--- config.mk ---
export PLATFORM = sky130hd
export DESIGN_NAME = multiword_add_ctrl
export DESIGN_NICKNAME = d
export VERILOG_FILES = /design/src/rtl/multiword_add_ctrl.sv
export SDC_FILE = /design/constraint.sdc
export NUM_CORES = 1
export LEC_CHECK = 0
export BUFFER_PORTS_ARGS = -buffer_cell sky130_fd_sc_hd__buf_4
export CAP_MARGIN = 10
export CELL_PAD_IN_SITES_DETAIL_PLACEMENT = 1
export CELL_PAD_IN_SITES_GLOBAL_PLACEMENT = 2
export CORE_MARGIN = 2
export CORE_UTILIZATION = 35
export DETAILED_ROUTE_END_ITERATION = 12
export PLACE_DENSITY = 0.87
export SLEW_MARGIN = 20
export SYNTH_ARGS = -nofsm -noshare
export SYNTH_HDL_FRONTEND = slang
export SYNTH_SLANG_ARGS = --single-unit
--- constraint.sdc ---
create_clock -name clk -period 13.9 [get_ports clk]
set_input_delay 1.39 -clock clk [delete_from_list [all_inputs] [get_ports clk]]
set_output_delay 1.39 -clock clk [all_outputs]
set_load 0.02 [all_outputs]
--- src/rtl/multiword_add_ctrl.sv ---
// multiword_add_ctrl: adds or subtracts two WORDS*XLEN-bit operands by
// reusing a single XLEN-bit ripple adder (Adder) for WORDS cycles,
// least-significant word first, with the carry registered between cycles.
//
// Handshake: start is accepted only when the block is not in RUN (IDLE or
// DONE). An accepted start latches op_a/op_b/sub. busy is high for exactly
// WORDS cycles. done then pulses for one cycle with result/carry_out valid.
// result/carry_out hold until the next accepted start.
//
// Optional build macro OVERFLOW_EN adds the signed overflow output.
// dbg_state exposes the FSM state (0=IDLE, 1=RUN, 2=DONE).

// XLEN-bit ripple-carry adder; out[XLEN] is the carry out.
module Adder #(
  parameter int XLEN = 8
) (
  input  logic [XLEN-1:0] a,
  input  logic [XLEN-1:0] b,
  input  logic            cin,
  output logic [XLEN:0]   out
);
  logic [XLEN:0]   c;
  logic [XLEN-1:0] s;

  // Bit-serial carry chain evaluated combinationally.
  always_comb begin
    c    = '0;
    s    = '0;
    c[0] = cin;
    for (int i = 0; i < XLEN; i++) begin
      s[i]   = a[i] ^ b[i] ^ c[i];
      c[i+1] = (a[i] & b[i]) | (c[i] & (a[i] ^ b[i]));
    end
    out = {c[XLEN], s};
  end
endmodule

module multiword_add_ctrl #(
  parameter int XLEN  = 8,
  parameter int WORDS = 4
) (
  input  logic                  clk,
  input  logic                  rst,
  input  logic                  start,
  input  logic                  sub,
  input  logic [WORDS*XLEN-1:0] op_a,
  input  logic [WORDS*XLEN-1:0] op_b,
  output logic                  busy,
  output logic                  done,
  output logic [WORDS*XLEN-1:0] result,
  output logic                  carry_out,
`ifdef OVERFLOW_EN
  output logic                  overflow,
`endif
  output logic [1:0]            dbg_state
);
  localparam int W    = WORDS * XLEN;
  localparam int IDXW = (WORDS > 1) ? $clog2(WORDS) : 1;
  localparam logic [IDXW-1:0] LAST_IDX = IDXW'(WORDS - 1);

  typedef enum logic [1:0] {
    IDLE = 2'd0,
    RUN  = 2'd1,
    DONE = 2'd2
  } state_t;

  state_t          state, state_n;
  logic [IDXW-1:0] idx;
  logic            carry_q;
  logic            sub_q;
  logic [W-1:0]    a_q, b_q;
  logic            accept;
  logic            last_word;
  logic [XLEN-1:0] a_word, b_word, b_eff;
  logic [XLEN:0]   add_out;

  // Word selection for the shared adder; B is inverted for subtraction.
  always_comb begin
    a_word    = a_q[idx*XLEN +: XLEN];
    b_word    = b_q[idx*XLEN +: XLEN];
    b_eff     = sub_q ? ~b_word : b_word;
    last_word = (idx == LAST_IDX);
  end

  Adder #(.XLEN(XLEN)) u_adder (
    .a   (a_word),
    .b   (b_eff),
    .cin (carry_q),
    .out (add_out)
  );

  // Next-state logic and handshake outputs.
  always_comb begin
    state_n   = state;
    accept    = 1'b0;
    busy      = 1'b0;
    done      = 1'b0;
    dbg_state = state;
    case (state)
      IDLE: begin
        if (start) begin
          accept  = 1'b1;
          state_n = RUN;
        end
      end
      RUN: begin
        busy = 1'b1;
        if (last_word) state_n = DONE;
      end
      DONE: begin
        done = 1'b1;
        if (start) begin
          accept  = 1'b1;
          state_n = RUN;
        end else begin
          state_n = IDLE;
        end
      end
      default: state_n = IDLE;
    endcase
  end

  // State register, operand latches and per-word result write-back.
  always_ff @(posedge clk) begin
    if (rst) begin
      state     <= IDLE;
      idx       <= '0;
      carry_q   <= 1'b0;
      sub_q     <= 1'b0;
      a_q       <= '0;
      b_q       <= '0;
      result    <= '0;
      carry_out <= 1'b0;
`ifdef OVERFLOW_EN
      overflow  <= 1'b0;
`endif
    end else begin
      state <= state_n;
      if (accept) begin
        a_q       <= op_a;
        b_q       <= op_b;
        sub_q     <= sub;
        carry_q   <= sub;
        idx       <= '0;
        result    <= '0;
        carry_out <= 1'b0;
`ifdef OVERFLOW_EN
        overflow  <= 1'b0;
`endif
      end else if (state == RUN) begin
        result[idx*XLEN +: XLEN] <= add_out[XLEN-1:0];
        carry_q                  <= add_out[XLEN];
        if (last_word) begin
          carry_out <= add_out[XLEN];
`ifdef OVERFLOW_EN
          overflow  <= (a_word[XLEN-1] == b_eff[XLEN-1]) &&
                       (add_out[XLEN-1] != a_word[XLEN-1]);
`endif
        end else begin
          idx <= idx + 1'b1;
        end
      end
    end
  end
endmodule
[After elaboration in Yosys (flattened, before gate mapping)]
Index checks and enable logic that the tools add are counted.
Storage, ports and cells
  flip-flop bits (word level): 103
  word-level logic and storage cells: 80
Operators by class
  add/sub/neg operators: 2
  equal/unequal tests: 5
  shift operators: 4
  mux-type cells: 12
  bitwise logic cells: 42
  reductions and logical operators: 7
Operators with widths (count)
  $shiftx 32x6->8: 2
  $neg 5->34: 1
  $shift 8x34->32 const A: 1
  $shiftx 8x34->32: 1
  $bwmux 32: 1
  $and 1x1->1: 16
  $xor 1x1->1: 16
  $mux 8: 1
  $not 8->8: 1
  $or 1x1->1: 8
  $mux 1: 7
  $pmux 2 s3: 1
  $reduce_and 2->1: 3
  $eq 2x2->1 const B: 2
  $mux 2: 2
  $ne 2x2->1 const B: 2
  $reduce_or 2->1: 2
  $add 2x1->2 const B: 1
  $eq 2x1->1 const B: 1
  $logic_not 2->1: 1
  $reduce_bool 2->1: 1
  $not 1->1: 1

[Logic depth before layout (Yosys ltp)]
Gate-level depths: netlist of run 1.
  depth in word-level cells: 22
  depth in mapped cells: 16
  mapped depth without buffers: 15

[Cells and area by module]
From an unflattened synthesis of run 1, not the netlist that was laid out.
Unflattened totals
  cell total of the unflattened synthesis: 451
  area, all modules: 4282.9 µm²
Modules (own cells, without submodules)
  multiword_add_ctrl: times used 1, cells each 433, area an instance 4085.2 µm², seq. area each 2062.0 µm²
  Adder: times used 1, cells each 18, area an instance 197.7 µm², seq. area each 0.0 µm²

[Least setup slack after synthesis of run 1]
No wires, ideal clock.
  path kind: register -> register
  start: register idx[0]
  end: register result[15]
  data arrival time: 4.352 ns
  data required time: 13.830 ns
  setup slack: 9.478 ns
  cell stages (with the launch flop): 17
  buffers on the path: 1
  period minus slack after synthesis: 4.422 ns
  path through: dfxtp_1 buf_6 mux4_2 xor2_1 fa_1 fa_1 inv_1 fa_1 fa_1 inv_1 fa_1 inv_1 fa_1 fa_1 fa_1 or3_1 a21oi_1
On the way
  longest elaborated chain between the ends: 21
  elaborated cells between the ends (all ways): 45
  classes of those cells: add/sub: 1; shift: 4; mux: 2; bitwise: 38
Ends and longest elaborated chain
  start, declared: line 68  | logic [IDXW-1:0] idx;
  start signal, assigned: line 160  | idx <= idx + 1'b1;
  $shiftx 32x6->8: line 80  | b_word = b_q[idx*XLEN +: XLEN];
  $not 8->8: line 81  | b_eff = sub_q ? ~b_word : b_word;
  $mux 8: line 81
  $xor 1x1->1: line 31, 32
  $and 1x1->1: line 32  | c[i+1] = (a[i] & b[i]) | (c[i] & (a[i] ^ b[i]));
  $or 1x1->1: line 32
  $and 1x1->1: line 32
  $or 1x1->1: line 32
  [... 5 more ...]
  $or 1x1->1: line 32
  $and 1x1->1: line 32
  $or 1x1->1: line 32
  $and 1x1->1: line 32
  $or 1x1->1: line 32
  $xor 1x1->1: line 31  | s[i] = a[i] ^ b[i] ^ c[i];
  $shiftx 8x34->32: line 151  | result[idx*XLEN +: XLEN] <= add_out[XLEN-1:0];
  $bwmux 32 *: line 151
  end signal, assigned by index: line 151
  end, declared: line 50  | output logic [WORDS*XLEN-1:0] result,
Mark *: on every way between the ends. The rest lies on a longest branch, timed or not.
A chain may end at the register's enable or synchronous reset.

[Worst setup path in the final report of run 1]
  start: register idx[1]
  end: register result[31]
Same word-level chain as after synthesis.

==> results of run 1 <==
## cell usage after synthesis, types with 5 or more instances
cell and count:
or3_1 10, nand2_1 142, clkbuf_1 6, nor2_1 22, buf_2 17, mux4_2 16, buf_6 6, a32o_1 6
nand3b_1 5, a22o_1 10, a32oi_1 6, xnor2_1 6, ha_1 6, fa_1 8, inv_1 10, a21oi_1 76
dfxtp_1 103
## cell families after synthesis
| kind of cell | share of synthesized area [%] |
|---|---|
| and+or+nand+nor | 19.7 |
| DFF | 46.0 |
| AOI/OAI and AO/OA | 13.3 |
| buffers and inverters | 5.72 |
| muxes | 8.27 |
| adders and majority gates | 5.25 |
| xor gates and xnor gates | 1.76 |
## worst max-delay path by stage
stage,startpoint,end,slack [ns],cells after the start
6_report,idx[1],result[31],9.01,15
5_1_grt,idx[1],result[31],8.72,15
4_1_cts,idx[1],result[31],8.97,15
3_5_place_dp,idx[1],result[31],9.03,15
3_3_place_gp,idx[1],result[31],9.11,15
2_1_floorplan,idx[0],result[15],9.48,16
## layer usage
| layer | global-route usage, % | vias to the layer above | wire [um] |
|---|---|---|---|
| li1 | - | 1809 | - |
| met1 | 23.4 | 1751 | 5480 |
| met2 | 29.9 | 86 | 5780 |
| met3 | 4.12 | 15 | 473 |
| met4 | 5.88 | 0 | 220 |
| met5 | 0 | - | 0 |
## layout by cell type, fill, tap and decap left out, types with 2 or more instances in the layout
cell type and instances:
fa_1 8, nand3b_1 5, nor2_1 22, nor3_4 2
a21oi_1 76, xor2_1 3, a22o_1 10, a32oi_1 6
nand2b_1 3, xnor2_1 6, nand2_1 142, a32o_1 6
or3_1 10, clkinv_2 3, and3b_1 2, clkbuf_1 3
buf_4 107, clkbuf_16 9, inv_1 10, ha_1 6
dfxtp_1 103, nor2b_1 2, and4b_1 2, mux4_2 16
## state kept, by name, indices dropped and copies added (netlist names)
signal	count
a_q	32
b_q	32
result	32
dbg_state	2
idx	2
carry_out	1
carry_q	1
sub_q	1
## layout make-up
class / count / area [um^2]
Inverter: 10 / 37.5
Clock buffer: 12 / 236
Fill cell: 1469 / 7020
Sequential cell: 103 / 2060
Tap cell: 172 / 215
Timing Repair Buffer: 107 / 803
Multi-Input combinational cell: 337 / 2170
Clock inverter: 4 / 22.5
## worst min-delay path, delay by kind of cell, from the launching register on
| kind | cells | cell delay, ns |
|---|---|---|
| and+or+nand+nor | 1 | 0.05 |
| AOI/OAI and AO/OA | 1 | 0.05 |
| DFF | 1 | 0.31 |
## power groups by stage
stage,clock (W),combinational (W),sequential (W)
after floorplan,0,0.0000613,0.000321
after global placement,0,0.0000914,0.000324
after detailed placement,0,0.0000942,0.000325
after CTS,0.000231,0.0000945,0.000318
after global routing,0.000241,0.000102,0.000319
final,0.000225,0.0000924,0.000318
## stage by stage
stage	std cells	utilization (%)	setup WS (ns)	power, W	instance area (um^2)
finish	745	44.1	9.01	0.000635	5550
global route	745	44.1	8.72	0.000662	5550
CTS	745	44.1	8.97	0.000643	5550
detailed placement	729	42.1	9.03	0.000419	5290
global placement	729	42.1	9.11	0.000415	5290
floorplan	485	-	9.48	0.000382	4480
==> flow_metrics.env, run 1 <==
export IMPL_die_area_mm2=0.0137
export IMPL_worst_pin_slew_ns=0.893
export IMPL_sw_frac_of_total_pct=26.1
export IMPL_power_density_mw_per_mm2=115
export IMPL_period_share_pct=35.1
export IMPL_r2r_start="idx[1]"
export IMPL_synth_distinct_cells=36
export IMPL_cts_tree="built"
export IMPL_vias=3661
export IMPL_root_buffer="clkbuf_16"
export IMPL_finalCriticalPeriod_ns=4.89
export IMPL_grt_max_degree=73
export IMPL_cpMostUsedCell="fa_1"
export IMPL_worst_ep_arrival_time_ns=5.14
export IMPL_crit_path_end_kind="register"
export IMPL_hold_viol=0
export IMPL_syn_area_mm2=0.00448
export IMPL_synth_area_leaders="dfxtp_1, nand2_1, a21oi_1, mux4_2, fa_1"
export IMPL_cpMaxStageDelayCell="dfxtp_1"
export IMPL_crit_fanout=21
export IMPL_floorplan_initialDensity_pct=35.6
export IMPL_ys_seq_area_share_pct=46.0
export IMPL_ctsResizeCount=0
export IMPL_drcViolationCount=0
export IMPL_hpwl_mm=8.78
export IMPL_p_int_w=0.000469
export IMPL_setup_worst_path_start_class="register"
export IMPL_p_leak_nw=2.18
export IMPL_yosys_register_bits=103
export IMPL_drt_pass1_iterations=4
export IMPL_grt_pass1_vias=3712
export IMPL_setup_tns_ns=0
export IMPL_gp_congestion=0.817
export IMPL_max_freq_ghz=0.205
export IMPL_grtUsageTotal_pct=18.0
export IMPL_cts_sinks=103
export IMPL_path_delay_family="adder cells"
export IMPL_ys_warn_count=0
export IMPL_status="finished clean"
export IMPL_drt_iter0_drc=178
export IMPL_cts_made_buffers=9
export IMPL_diodes=0
export IMPL_r2r_cells=15
export IMPL_hold_class="reg -> reg"
export IMPL_pwr_share_clk_pct=35.4
export IMPL_gr_total_overflow=0
export IMPL_ioPinCount=105
export IMPL_portBuffers=104
export IMPL_synthFlopType="dfxtp_1"
export IMPL_whs_path_depth=2
export IMPL_grt_pass1_wl_mm=18.6
export IMPL_cts_max_path_buffers=2
export IMPL_final_setup_viol_count=0
export IMPL_p_seq_share_pct=50.0
export IMPL_ant_nets=0
export IMPL_synth_top_cell_area_share_pct=46.0
export IMPL_skew_ns=0.00582
export IMPL_max_slew_margin_pct=40.4
export IMPL_syn_area_per_cell_um2=9.24
export IMPL_r2r_slack_ns=9.01
export IMPL_path_buf_inv=3
export IMPL_htree_levels=3
export IMPL_synth_top_area_cell="dfxtp_1"
export IMPL_worst_endpoint_required_ns=14.16
export IMPL_slew_viol_final=0
export IMPL_worstSkewPairLatency_ns=0.34
export IMPL_criticalPathCategory="reg -> reg"
export IMPL_cpPeakStageDelay_ns=0.91
export IMPL_cts_setup_buffers=0
export IMPL_drive_above_1_share_pct=24.8
export IMPL_wl_per_cell_um=16.0
export IMPL_design_core_area_mm2=0.0126
export IMPL_viasPerCell=4.91
export IMPL_ys_async_sr_fraction_pct=0
export IMPL_ir_drop_uv=57.5
export IMPL_synth_edf_count=0
export IMPL_holdWs_ns=0.458
export IMPL_rows=41
export IMPL_die_y_um=117
export IMPL_max_cap_viol_count=0
export IMPL_drt_total_wl_mm=12.0
export IMPL_antenna_found_initial=0
export IMPL_cts_hold_buf=0
export IMPL_die_w_um=117
export IMPL_area_growth_pct=23.8
export IMPL_synth_nets=567
export IMPL_crit_chain="mux4_2 > xor2_1 > fa_1 > fa_1 > inv_1 > fa_1 > fa_1 > inv_1 > fa_1 > inv_1 > fa_1 > fa_1 > fa_1 > or3_1 > a21oi_1"
export IMPL_clk_pin_slew_ns=0.07
export IMPL_rsz0062_at_grt="no"
export IMPL_combPwrFrac_pct=14.5
export IMPL_switchingPower_w=0.000166
export IMPL_hold_path_startpoint="b_q[23]"
export IMPL_hold_path_end="b_q[23]"
export IMPL_postSynthCellCount=485
export IMPL_worstReg2RegEnd="result[31]"
export IMPL_finalNetCount=650
Power figures use the tool's default switching activity.
==> run 2, diff against run 1 <==
--- a/config.mk
+++ b/config.mk
@@ -10,9 +10,9 @@
 export CELL_PAD_IN_SITES_DETAIL_PLACEMENT = 1
 export CELL_PAD_IN_SITES_GLOBAL_PLACEMENT = 2
 export CORE_MARGIN = 2
-export CORE_UTILIZATION = 35
+export CORE_UTILIZATION = 29
 export DETAILED_ROUTE_END_ITERATION = 12
-export PLACE_DENSITY = 0.87
+export PLACE_DENSITY = 0.77
 export SLEW_MARGIN = 20
 export SYNTH_ARGS = -nofsm -noshare
 export SYNTH_HDL_FRONTEND = slang
==> constraint.sdc (replaced) <==
create_clock -name clk -period 4 [get_ports clk]
set_input_delay 0.4 -clock clk [delete_from_list [all_inputs] [get_ports clk]]
set_output_delay 0.4 -clock clk [all_outputs]
set_load 0.02 [all_outputs]
==> flow_metrics.env, run 2 (synthesis gave the netlist of run 1 again) <==
export IMPL_diodes=0
export IMPL_whs_path_depth=3
export IMPL_grt_pass1_wl_mm=20.3
export IMPL_drt_total_wl_mm=12.8
export IMPL_holdWs_ns=0.294
export IMPL_drcViolationCount=0
export IMPL_gr_total_overflow=0
export IMPL_cts_max_path_buffers=2
export IMPL_final_cells=776
export IMPL_hold_viol=0
export IMPL_hpwl_mm=9.71
export IMPL_clk_pin_slew_ns=0.07
export IMPL_design_area_mm2=0.00583
export IMPL_setup_worst_path_start_class="register"
export IMPL_worstReg2RegEnd="result[23]"
export IMPL_place_ws_ns=-0.291
export IMPL_r2r_slack_ns=-0.23
export IMPL_cts_tree="built"
export IMPL_wl_per_cell_um=16.5
export IMPL_cpMaxStageDelayCell="fa_2"
export IMPL_antenna_found_initial=0
export IMPL_cpMostUsedCell="fa_2"
export IMPL_fillers=1720
export IMPL_r2r_start="idx[0]"
export IMPL_viasPerCell=4.74
export IMPL_skew_ns=0.00701
export IMPL_finalNetCount=665
export IMPL_criticalPathCategory="reg -> reg"
export IMPL_worst_ep_arrival_time_ns=4.48
export IMPL_die_y_um=128
export IMPL_r2r_cells=16
export IMPL_drt_iter0_drc=179
export IMPL_hold_path_startpoint="op_a[21]"
export IMPL_critPathLaunch="idx[0]"
export IMPL_power_density_mw_per_mm2=413
export IMPL_die_area_mm2=0.0165
export IMPL_floorplan_initialDensity_pct=29.6
export IMPL_grt_max_degree=73
export IMPL_crit_path_end_kind="register"
export IMPL_final_setup_viol_count=4
export IMPL_cts_sinks=103
export IMPL_ioPinCount=105
export IMPL_max_freq_ghz=0.236
export IMPL_final_cell_mix="nand2_1, buf_4, dfxtp_1, a21oi_1, nor2_1"
export IMPL_crit_fanout=4
export IMPL_cts_hold_buf=0
export IMPL_cts_made_buffers=9
export IMPL_place_inst=755
export IMPL_design_core_area_mm2=0.0151
export IMPL_hold_class="in -> reg"
export IMPL_setup_slack_ns=-0.231
export IMPL_root_buffer="clkbuf_16"
export IMPL_finalCriticalPeriod_ns=4.23
export IMPL_rsz0062_at_grt="yes"
export IMPL_grtUsageTotal_pct=16.1
export IMPL_violations="negative setup slack"
export IMPL_worst_endpoint_required_ns=4.25
export IMPL_worst_pin_slew_ns=0.798
export IMPL_gp_congestion=0.754
export IMPL_die_w_um=128
export IMPL_setup_tns_ns=-0.815
export IMPL_portBuffers=104
export IMPL_hold_path_end="a_q[21]"
export IMPL_crit_chain="mux4_2 > xor2_2 > fa_2 > fa_2 > inv_2 > fa_2 > fa_2 > inv_2 > fa_2 > inv_2 > fa_2 > fa_2 > fa_2 > buf_4 > nor2_2 > a22o_1"
export IMPL_period_share_pct=106
export IMPL_layout_commonest_cell="nand2_1"
export IMPL_path_delay_family="adder cells"
export IMPL_max_slew_margin_pct=46.8
export IMPL_max_cap_viol_count=0
export IMPL_path_buf_inv=4
export IMPL_grt_pass1_vias=3794
export IMPL_ir_drop_uv=185
export IMPL_drive_above_1_share_pct=30.6
export IMPL_cpPeakStageDelay_ns=0.58
export IMPL_ant_nets=0
export IMPL_placed_area_mm2=0.00541
export IMPL_slew_viol_final=0
export IMPL_rows=45
export IMPL_p_leak_nw=2.31
export IMPL_vias=3678
export IMPL_status="complete, but fails checks"
export IMPL_area_growth_pct=30.2
export IMPL_worstSkewPairLatency_ns=0.35
export IMPL_htree_levels=3
export IMPL_drt_pass1_iterations=4
export IMPL_top_regs="a_q: 32 flops, b_q: 32 flops, result: 32 flops"
[run 2: changes by cell type in the layout (fill, tap and decap cells not counted), moves of 3 or more]
cell,change
nor2_2,+3
fa_1,-8
buf_4,+12
inv_1,-3
fa_2,+8
nor2_1,-3
clkbuf_1,-3
clkbuf_8,+5
inv_2,+3
[run 2: metrics by stage]
| step | util (%) | total power [W] |
|---|---|---|
| after floorplan | - | 0.00133 |
| after global placement | 35.7 | 0.00147 |
| after detailed placement | 35.7 | 0.00148 |
| after CTS | 38.0 | 0.00241 |
| after global routing | 38.5 | 0.00252 |
| final | 38.5 | 0.00241 |
[run 2: worst max-delay path by stage]
| stage | cells past startpoint | endpoint |
|---|---|---|
| floorplan | 16 | result[15] |
| global placement | 15 | result[15] |
| detailed placement | 15 | result[15] |
| CTS | 15 | result[15] |
| global route | 15 | result[31] |
| finish | 16 | result[23] |
[run 2: worst reg2reg max path: stages (launching register included)]
cell and delay (ns):
dfxtp_4 0.37, mux4_2 0.52, xor2_2 0.19, fa_2 0.22, fa_2 0.19, inv_2 0.04
fa_2 0.33, fa_2 0.34, inv_2 0.06, fa_2 0.18, inv_2 0.04, fa_2 0.38
fa_2 0.35, fa_2 0.58, buf_4 0.13, nor2_2 0.03, a22o_1 0.18
[run 2: report_power, final]
| part | switching, W | leakage (nW) | internal (W) |
|---|---|---|---|
| logic | 0.000197 | 1.30 | 0.000169 |
| registers | 0.0000320 | 0.841 | 0.00107 |
| clock network | 0.000374 | 0.165 | 0.000570 |
| total | 0.000602 | 2.31 | 0.00181 |
[run 2: repair_timing]
item                                   in CTS  in global routing
buffers inserted                            0                  5
setup endpoints to repair                   7                 10
resized for setup                           2                 13
pin swaps                                   4                  7
endpoints found under the hold margin       0                  0
[run 2: layer usage]
metal	global-route usage (%)	wire [um]	vias to the layer above	part of all wire, %
met2	26.6	6130	74	48
met1	21.2	5970	1758	47
li1	-	-	1834	-
met3	2.80	483	12	3.8
met5	0	0	-	0
met4	6.01	204	0	1.6
[run 2: final cells by class]
| cell class | instances | area [um^2] | area share [%] |
|---|---|---|---|
| tap | 188 | 235 | 4.03 |
| clock buffer | 14 | 294 | 5.04 |
| clock inverter | 2 | 35.0 | 0.600 |
| multi-input combinational | 337 | 2230 | 38.2 |
| sequential | 103 | 2070 | 35.4 |
| timing repair buffer | 122 | 940 | 16.1 |
| inverter | 10 | 37.5 | 0.643 |
==> run 3, diff against run 2 <==
--- a/config.mk
+++ b/config.mk
@@ -13,6 +13,7 @@
 export CORE_UTILIZATION = 29
 export DETAILED_ROUTE_END_ITERATION = 12
 export PLACE_DENSITY = 0.77
+export RECOVER_POWER = 50
 export SLEW_MARGIN = 20
 export SYNTH_ARGS = -nofsm -noshare
 export SYNTH_HDL_FRONTEND = slang
==> flow_metrics.env, run 3 (synthesis gave the netlist of run 1 again) <==
export IMPL_ir_drop_uv=186
export IMPL_max_slew_margin_pct=46.7
export IMPL_hold_viol=0
export IMPL_drive_above_1_share_pct=24.3
export IMPL_top_regs="a_q: 32 flops, b_q: 32 flops, result: 32 flops"
export IMPL_die_y_um=128
export IMPL_slew_viol_final=0
export IMPL_diodes=0
export IMPL_area_growth_pct=27.1
export IMPL_r2r_slack_ns=-0.23
export IMPL_crit_chain="mux4_2 > xor2_2 > fa_2 > fa_2 > inv_2 > fa_2 > fa_2 > inv_2 > fa_2 > inv_2 > fa_2 > fa_2 > fa_2 > buf_4 > nor2_2 > a22o_1"
export IMPL_seqCellArea_mm2=0.00207
export IMPL_worstSkewPairLatency_ns=0.35
export IMPL_r2r_start="idx[0]"
export IMPL_root_buffer="clkbuf_16"
export IMPL_post_route_util_pct=37.6
export IMPL_final_cell_mix="nand2_1, dfxtp_1, buf_4, a21oi_1, clkbuf_1"
export IMPL_worst_ep_arrival_time_ns=4.48
export IMPL_ant_nets=0
export IMPL_final_setup_viol_count=4
export IMPL_multiInputGateArea_mm2=0.00222
export IMPL_path_buf_inv=4
export IMPL_drt_total_wl_mm=12.9
export IMPL_cp_endpoint="result[23]"
export IMPL_grt_max_degree=73
export IMPL_ioPinCount=105
export IMPL_criticalPathCategory="reg -> reg"
export IMPL_rows=45
export IMPL_max_cap_viol_count=0
export IMPL_r2r_cells=16
export IMPL_drt_iter0_drc=174
export IMPL_layout_commonest_cell="nand2_1"
export IMPL_worst_pin_slew_ns=0.800
export IMPL_skew_ns=0.00609
export IMPL_worst_endpoint_required_ns=4.24
export IMPL_cts_made_buffers=9
export IMPL_cts_max_path_buffers=2
export IMPL_clk_pin_slew_ns=0.07
export IMPL_sw_frac_of_total_pct=25.1
export IMPL_vias=3714
export IMPL_floorplan_initialDensity_pct=29.6
export IMPL_fillers=1740
export IMPL_max_freq_ghz=0.236
export IMPL_pwr_share_clk_pct=39.2
export IMPL_grtUsageTotal_pct=16.1
export IMPL_grt_pass1_wl_mm=20.3
export IMPL_violations="negative setup slack"
export IMPL_p_int_w=0.00181
export IMPL_design_core_area_mm2=0.0151
export IMPL_hold_class="in -> reg"
export IMPL_htree_levels=3
export IMPL_holdWs_ns=0.294
export IMPL_cts_sinks=103
export IMPL_drcViolationCount=0
export IMPL_finalNetCount=665
export IMPL_cpPeakStageDelay_ns=0.58
export IMPL_combPwrFrac_pct=15.0
export IMPL_portBuffers=104
export IMPL_power_density_mw_per_mm2=423
export IMPL_grt_pass1_vias=3794
export IMPL_setup_slack_ns=-0.231
export IMPL_rsz0062_at_grt="yes"
export IMPL_period_share_pct=106
export IMPL_viasPerCell=4.79
export IMPL_antenna_found_initial=0
export IMPL_cpMaxStageDelayCell="fa_2"
export IMPL_path_delay_family="adder cells"
export IMPL_hpwl_mm=9.71
export IMPL_worstReg2RegEnd="result[23]"
export IMPL_drt_pass1_iterations=4
export IMPL_crit_fanout=4
export IMPL_p_seq_share_pct=45.8
export IMPL_status="complete, but fails checks"
export IMPL_switchingPower_w=0.000604
export IMPL_setup_worst_path_start_class="register"
export IMPL_cpMostUsedCell="fa_2"
export IMPL_die_area_mm2=0.0165
export IMPL_cts_tree="built"
export IMPL_gr_total_overflow=0
export IMPL_gp_congestion=0.754
export IMPL_p_leak_nw=2.15
export IMPL_crit_path_end_kind="register"
export IMPL_die_w_um=128
export IMPL_cp_depth=16
export IMPL_finalCriticalPeriod_ns=4.23
export IMPL_critPathLaunch="idx[0]"
export IMPL_wl_per_cell_um=16.7
run 3: cell types whose count changed in the layout (fill, tap and decap cells not counted), sizes merged:
cell    change
clkbuf     +36
buf        -36
run 3: power groups by stage:
stage | registers [W] | logic (W) | clock network, W
3_3_place_gp | 0.00112 | 0.000344 | 0
2_1_floorplan | 0.00112 | 0.000218 | 0
3_5_place_dp | 0.00113 | 0.000350 | 0
4_1_cts | 0.00110 | 0.000352 | 0.000959
6_report | 0.00110 | 0.000361 | 0.000945
5_1_grt | 0.00111 | 0.000399 | 0.00101
run 3: through the flow:
stage	std cells	setup WS (ns)	area [um^2]	TNS [ns]	power, W
finish	776	-0.231	5690	-0.808	0.00241
global route	776	-0.366	5690	-1.56	0.00251
CTS	771	-0.193	5750	-0.794	0.00241
detailed placement	755	-0.291	5410	-1.19	0.00148
global placement	755	-0.239	5410	-0.847	0.00147
floorplan	485	-0.273	4510	-1.10	0.00133
run 3: timing repair:
action                     CTS  global route
buffers inserted             0             5
setup endpoints to repair    7            10
pin swaps                    4             7
hold buffers                 0             0
resized for setup            2            13
run 3: layout make-up:
class	count	area share, %
Clock buffer	14	5.16
Clock inverter	2	0.615
Inverter	10	0.659
Multi-Input combinational cell	337	39.0
Sequential cell	103	36.3
Tap cell	188	4.13
Timing Repair Buffer	122	14.1
run 3: worst reg2reg max path: stages (launching register included):
cell and delay [ns]:
dfxtp_4 0.37, mux4_2 0.52, xor2_2 0.19, fa_2 0.22, fa_2 0.19, inv_2 0.04
fa_2 0.33, fa_2 0.34, inv_2 0.06, fa_2 0.18, inv_2 0.04, fa_2 0.38
fa_2 0.35, fa_2 0.58, buf_4 0.12, nor2_2 0.03, a22o_1 0.18
run 3: how the worst min path moves through the flow:
stage                     depth (start not counted)      from  endpoint  slack (ns)
after detailed placement                          2   a_q[18]   a_q[18]        0.45
after CTS                                         3  op_a[21]   a_q[21]        0.29
after floorplan                                   2   a_q[16]   a_q[16]        0.43
final                                             3  op_a[21]   a_q[21]        0.29
after global placement                            2    b_q[5]    b_q[5]        0.44
after global routing                              3   op_b[2]    b_q[2]        0.29
run 3: routing by layer:
layer	GRT usage, %	vias up	wire (um)
li1	-	1839	-
met1	21.2	1783	6020
met2	26.6	80	6160
met3	2.80	12	545
met4	6.01	0	203
met5	0	-	0
